[src/rtl/mem_loader_pkg.sv]
// Shared definitions for the program-memory loader.
// Provides the loader state encoding used by mem_loader.
package mem_loader_pkg;

  typedef enum logic [1:0] {
    LD_IDLE  = 2'd0,
    LD_LOAD  = 2'd1,
    LD_DONE  = 2'd2,
    LD_ERROR = 2'd3
  } ld_state_t;

endpackage

[src/rtl/mem_loader.sv]
// Sequential byte-stream writer into a bounded program memory window.
// Ports: clk/reset; start, base_addr, length, lower_bound, upper_bound
// (load setup); in_data/in_valid/in_ready (stream); wr_en/wr_addr/wr_data
// (memory write port); busy, done, error, checksum (status).
module mem_loader
  import mem_loader_pkg::*;
#(
  parameter int AW = 4,
  parameter int DW = 8
) (
  input  logic          clk,
  input  logic          reset,
  input  logic          start,
  input  logic [AW:0]   base_addr,
  input  logic [AW+1:0] length,
  input  logic [AW:0]   lower_bound,
  input  logic [AW:0]   upper_bound,
  input  logic [DW-1:0] in_data,
  input  logic          in_valid,
  output logic          in_ready,
  output logic          wr_en,
  output logic [AW:0]   wr_addr,
  output logic [DW-1:0] wr_data,
  output logic          busy,
  output logic          done,
  output logic          error,
  output logic [7:0]    checksum
);

  localparam logic [AW:0]   ADDR_MAX = '1;
  localparam logic [AW:0]   ADDR_ONE = {{AW{1'b0}}, 1'b1};
  localparam logic [AW+1:0] LEN_ONE  = {{(AW+1){1'b0}}, 1'b1};

  ld_state_t     state, state_nxt;
  logic [AW:0]   addr, addr_nxt;
  logic [AW+1:0] rem, rem_nxt;
  logic [7:0]    cs_nxt;
  logic          we_nxt;
  logic [AW:0]   wa_nxt;
  logic [DW-1:0] wd_nxt;
  logic          in_win;

  assign in_win = (addr >= lower_bound) && (addr <= upper_bound);

  always_ff @(posedge clk or posedge reset) begin
    if (reset) begin
      state    <= LD_IDLE;
      addr     <= '0;
      rem      <= '0;
      checksum <= '0;
      wr_en    <= 1'b0;
      wr_addr  <= '0;
      wr_data  <= '0;
    end else begin
      state    <= state_nxt;
      addr     <= addr_nxt;
      rem      <= rem_nxt;
      checksum <= cs_nxt;
      wr_en    <= we_nxt;
      wr_addr  <= wa_nxt;
      wr_data  <= wd_nxt;
    end
  end

  always_comb begin
    state_nxt = state;
    addr_nxt  = addr;
    rem_nxt   = rem;
    cs_nxt    = checksum;
    we_nxt    = 1'b0;
    wa_nxt    = wr_addr;
    wd_nxt    = wr_data;
    in_ready  = 1'b0;
    busy      = 1'b0;
    done      = 1'b0;
    error     = 1'b0;
    unique case (state)
      LD_LOAD: begin
        busy     = 1'b1;
        in_ready = 1'b1;
        if (in_valid) begin
          if (in_win) begin
            we_nxt   = 1'b1;
            wa_nxt   = addr;
            wd_nxt   = in_data;
            cs_nxt   = checksum + in_data;
            addr_nxt = addr + ADDR_ONE;
            rem_nxt  = rem - LEN_ONE;
            // The last address may still take the final byte; only
            // further bytes past it would wrap.
            if (rem == LEN_ONE)
              state_nxt = LD_DONE;
            else if (addr == ADDR_MAX)
              state_nxt = LD_ERROR;
          end else begin
            state_nxt = LD_ERROR;
          end
        end
      end
      default: begin
        done  = (state == LD_DONE);
        error = (state == LD_ERROR);
        if (start) begin
          addr_nxt  = base_addr;
          rem_nxt   = length;
          cs_nxt    = '0;
          state_nxt = (length == '0) ? LD_DONE : LD_LOAD;
        end
      end
    endcase
  end

endmodule

[config.mk]
export PLATFORM = sky130hd
export DESIGN_NAME = mem_loader
export DESIGN_NICKNAME = d
export VERILOG_FILES = /design/src/rtl/mem_loader_pkg.sv /design/src/rtl/mem_loader.sv
export SDC_FILE = /design/constraint.sdc
export NUM_CORES = 1
export LEC_CHECK = 0
export ABC_AREA = 1
export BUFFER_PORTS_ARGS = -buffer_cell sky130_fd_sc_hd__buf_2
export CAP_MARGIN = 25
export CORE_MARGIN = 2
export CORE_UTILIZATION = 59
export CTS_BUF_LIST = sky130_fd_sc_hd__clkbuf_8
export DETAILED_ROUTE_END_ITERATION = 7
export HOLD_SLACK_MARGIN = 0.05
export PLACE_DENSITY_LB_ADDON = 0.12
export REMOVE_ABC_BUFFERS = 1
export SYNTH_ARGS = -nofsm -noshare
export SYNTH_HDL_FRONTEND = slang
export SYNTH_SLANG_ARGS = --single-unit
[constraint.sdc]
create_clock -name clk -period 3.4 [get_ports clk]
set_clock_uncertainty 0.15 [all_clocks]
set_input_delay 0.68 -clock clk [delete_from_list [all_inputs] [get_ports clk]]
set_output_delay 0.68 -clock clk [all_outputs]
set_load 0.01 [all_outputs]
Yosys cells after proc, flatten, opt, wreduce, memory -nomap -nowiden
Cells that the tools add are included.
Operators by class
  add/subtract/negate cells: 3
  order comparisons: 2
  eq/ne operators: 8
  muxes and demuxes: 25
  reductions and logical operators: 6
Operators by type and width (count)
  $mux W8: 4
  $mux W6: 4
  $mux W5: 4
  $mux W2: 7
  $reduce_and A3 Y1: 3
  $add A8 B8 Y8: 1
  $eq A6 B1 Y1 const B: 1
  $logic_not A6 Y1: 1
  $mux W1: 6
  $sub A6 B1 Y6 const B: 1
  $add A5 B1 Y5 const B: 1
  $eq A5 B5 Y1 const B: 1
  $ge A5 B5 Y1: 1
  $le A5 B5 Y1: 1
  $eq A2 B2 Y1 const B: 2
  $ne A2 B2 Y1 const B: 2
  $ne A4 B4 Y1 const B: 1
  $eq A2 B1 Y1 const B: 1
  $reduce_bool A2 Y1: 1
  $logic_and A1 B1 Y1: 1
Word-level totals
  register bits after elaboration: 35
  input bits: 33
  output and inout bits: 26
  logic and storage cells: 51

Longest topological paths before layout
  word-level depth: 6
  mapped depth: 16
  mapped depth without buffers: 14

Worst setup path before layout
Ideal clock, no wire load.
  path kind: in2reg
  start point: in upper_bound[4]
  end point: reg rem[2]
  library setup time: 117 ps
  data arrival time: 1889 ps
  required time: 3133 ps
  path slack: 1244 ps
  cell stages on the path: 15
  buffers on the path: 2
  path through: inv_1 -> ha_1 -> nand2_1 -> nor2_2 -> nand2_1 -> nand3_2 -> nand2_2 -> nand2_1 -> inv_2 -> nand2_2 -> buf_6 -> nand2_4 -> buf_6 -> nand2_1 -> nand2_1
Between the ends
  cells in the longest elaborated chain, start to end: 4
Ends and longest elaborated chain
  start, declared: line mem_loader.sv:17  | input logic [AW:0] upper_bound,
  $le A5 B5 Y1: line mem_loader.sv:43  | assign in_win = (addr >= lower_bound) && (addr <= upper_bound);
  $logic_and A1 B1 Y1: line mem_loader.sv:43
  $ne A2 B2 Y1 (no source line)
  $reduce_and A3 Y1 (no source line)
  end signal, assigned: line mem_loader.sv:57  | rem <= rem_nxt;
  end, declared: line mem_loader.sv:36  | logic [AW+1:0] rem, rem_nxt;
Every way passes these cells.
A chain may end at the register's enable or synchronous reset.

Worst setup path in the final report
  start point: in upper_bound[4]
  end point: reg checksum[1]
Between the ends
  cells in the longest elaborated chain, start to end: 4
Ends and longest elaborated chain
  $le A5 B5 Y1: line mem_loader.sv:43
  $logic_and A1 B1 Y1: line mem_loader.sv:43
  $ne A2 B2 Y1 (no source line)
  $reduce_and A3 Y1 (no source line)
  end signal, assigned: line mem_loader.sv:58  | checksum <= cs_nxt;
  end, declared: line mem_loader.sv:27  | output logic [7:0] checksum
Every way passes these cells.

==> metrics.txt <==
Register Area 875.8 sq um; Post-synth EDFFs 0; total CTS buffers 5; setup ws final 952.2 ps; pre-CTS setup slack 658.1 ps; Via-to-Cell Ratio 5.101; Max-Slew Margin vs Limit 45.07%; area taken by multi-input logic gates 0.001236 sq mm; vias in the first global route 1995; Row Count 22; switching share of total power 46.51%; violation count after the first detailed-route iteration 81; Max clock buf depth 2; Layout Nets 431; Avg WL per Cell 11.93 um; first-pass GRT wire length 8507 um; CTS resizes 0; Internal 0.001187 W; P_sw 0.001032 W; TritonCTS clock tree yes; root buffer cell clkbuf_8; clk sinks 35; RSZ-0062 raised after global routing false; synthesized flop and latch total 35; PD cells 815.6 mW/mm^2; chip width 67.19 um; CP Data Arrival Time 2530 ps; Post-CTS Setup Repair Bufs 0; Setup TNS 0 ps; maximum vdd drop 0.4208 mV; Final period util 72.00%; antenna violations before repair 0; largest net degree at the start of global routing 36; Hold Fails Final Rpt 0; HP Class input pin to asynchronous set/reset pin; post-synthesis cell count 320; Final ANT Viol Nets 0; Die ar. 0.004515 sq mm; final std cells w/o fill 425; Max FO, Critical Path 20; crit-path max cell delay 460 ps; H-tree levels 2; kind of critical path input pin to flip-flop; filler instances 333; CP max-delay cell inv_1; # hold bufs at CTS 0; RePlAce Congestion 0.8739; Post-Place Cells 417; synth unique cells 27; Initial Util 62.93%; YS warnings 0; GRT overflow 0; sequential power share 34.2%; GRT Overall Usage 25.22%; Leakage Power 1.696 nW; # DRC 0; Core ar. 0.003744 sq mm; combinational share of power 52.6%; I/O pins 59; clk slew on worst S/H paths 70 ps; Syn Std Cell Area 0.002356 sq mm; post-layout minimum cycle time 2448 ps; first drt pass iteration count 4; crit start category input pin; CP most frequent cell nand2_1; R2R cell count 10; fraction of layout instances using a drive strength above 1 20.42%; Total Power 0.002218 W; main flop type after synthesis dfrtp_1; Synth-to-Final Area Change 15.45%; Post-Route Utilization 72.66%; final setup fails 0; maxcap violations 0; CP Capture Type flip-flop; Post-synth ARST share 100.0%; vias after detailed routing 2168; final wirelength 5069 um; Worst Tran Pin Value 821.9 ps; number of inserted diodes 0; Die Ht 67.19 um; Clock power frac 13.2%; achievable clock frequency 408.5 MHz; status finished, final reports clean; I/O Buffers 58; syn avg cell area 7.363 sq um; CP required 3480 ps; register area share after synthesis 37.17%; dpl hpwl 3816 um; clock latency on the worst-skew pair 290 ps; Final Max Tran Viols 0; critical path cell sequence buf_2 -> inv_1 -> ha_1 -> a21oi_1 -> nand3_2 -> nand2_2 -> nand2_1 -> inv_2 -> nand2_2 -> inv_1 -> nand2_1 -> nand2_1
cells by family after synthesis:
logic type	Yosys count	share of synthesized area [%]
flip-flops	35	37.17
buffers and inverters	53	10.36
adder cells (fa/ha/maj)	22	12.00
XOR/XNOR	5	1.859
AND/OR/NAND/NOR	179	32.45
AO/OA/AOI/OAI	26	6.161
registers in the layout (all words and copies together), names as in the netlist:
| name | flops |
|---|---|
| rem | 6 |
| wr_en | 1 |
| addr | 5 |
| checksum | 8 |
| wr_addr | 5 |
| state | 2 |
| wr_data | 8 |
routing by layer:
metal  vias to the layer above  track usage [%]  wire (um)
li1                       1123                -          -
met1                       979            31.18       2326
met2                        60            42.45       2360
met3                         6            5.667        305
met4                         0            10.71         77
met5                         -                0          0
synth_stat cells, types with 2 or more instances:
| master | number | area (sq um) |
|---|---|---|
| nand2_1 | 122 | 457.9 |
| inv_1 | 41 | 153.9 |
| dfrtp_1 | 35 | 875.8 |
| nand3_1 | 33 | 165.2 |
| ha_1 | 21 | 262.8 |
| o21ai_0 | 10 | 50.05 |
| a21oi_1 | 8 | 40.04 |
| nand4_1 | 7 | 43.79 |
| nor2_1 | 7 | 26.28 |
| buf_6 | 5 | 56.30 |
| clkbuf_1 | 4 | 15.01 |
| nand2_2 | 3 | 18.77 |
| o31ai_1 | 3 | 22.52 |
| or2_2 | 3 | 18.77 |
| xnor2_1 | 3 | 26.28 |
| buf_4 | 2 | 15.01 |
| o21ai_1 | 2 | 10.01 |
| xor2_1 | 2 | 17.52 |
worst paths after layout:
check,from,end,slack (ps)
min reg2reg,wr_data[5],wr_data[5],330
max in group asynchronous,reset,rem[2],2460
max reg2reg,addr[4],checksum[1],980
min,reset,wr_data[2],320
min in group clk,wr_data[5],wr_data[5],330
max,upper_bound[4],checksum[1],950
worst max-delay path: cells and delay by family:
| kind | cells | cell delay, ps |
|---|---|---|
| simple gates | 6 | 680 |
| buf+inv | 4 | 640 |
| fa+ha+maj | 1 | 300 |
| compound gates | 1 | 210 |
cells in the final DEF (no fill, tap or decap), drive strengths merged:
cell and count:
xnor2 3, inv 43, buf 60, clkinvlp 1, o31ai 3, a21oi 8, clkbuf 5, clkinv 1
dfrtp 35, ha 21, a21boi 1, nand4 7, or2 3, nor4 1, xor2 2, o21bai 1
nand3 34, nor2 8, fa 1, nand2 126, a21o 1, o21ai 12
stage by stage:
step / hold WS, ps / instance area, sq um
final: 320.6 / 2720
after global routing: 352.0 / 2720
after CTS: 332.2 / 2720
after detailed placement: 312.8 / 2635
after global placement: 308.3 / 2635
after floorplan: 325.5 / 2270
cell type report:
class / instances / share of cell area [%]
Clock inverter: 3 / 0.5980
Inverter: 42 / 5.796
Multi-Input combinational cell: 232 / 45.45
Sequential cell: 35 / 32.20
Tap cell: 48 / 2.208
Timing Repair Buffer: 60 / 11.22
Clock buffer: 5 / 2.530
power groups by stage:
stage                     sequential (W)  combinational [W]  clock, W
after floorplan                 0.000783           0.000788         0
after global routing            0.000784            0.00136  0.000315
after CTS                       0.000757            0.00118  0.000302
after detailed placement        0.000764            0.00117         0
final                           0.000758            0.00117  0.000293
after global placement          0.000760            0.00114         0
(Power assumes the default switching activity.)
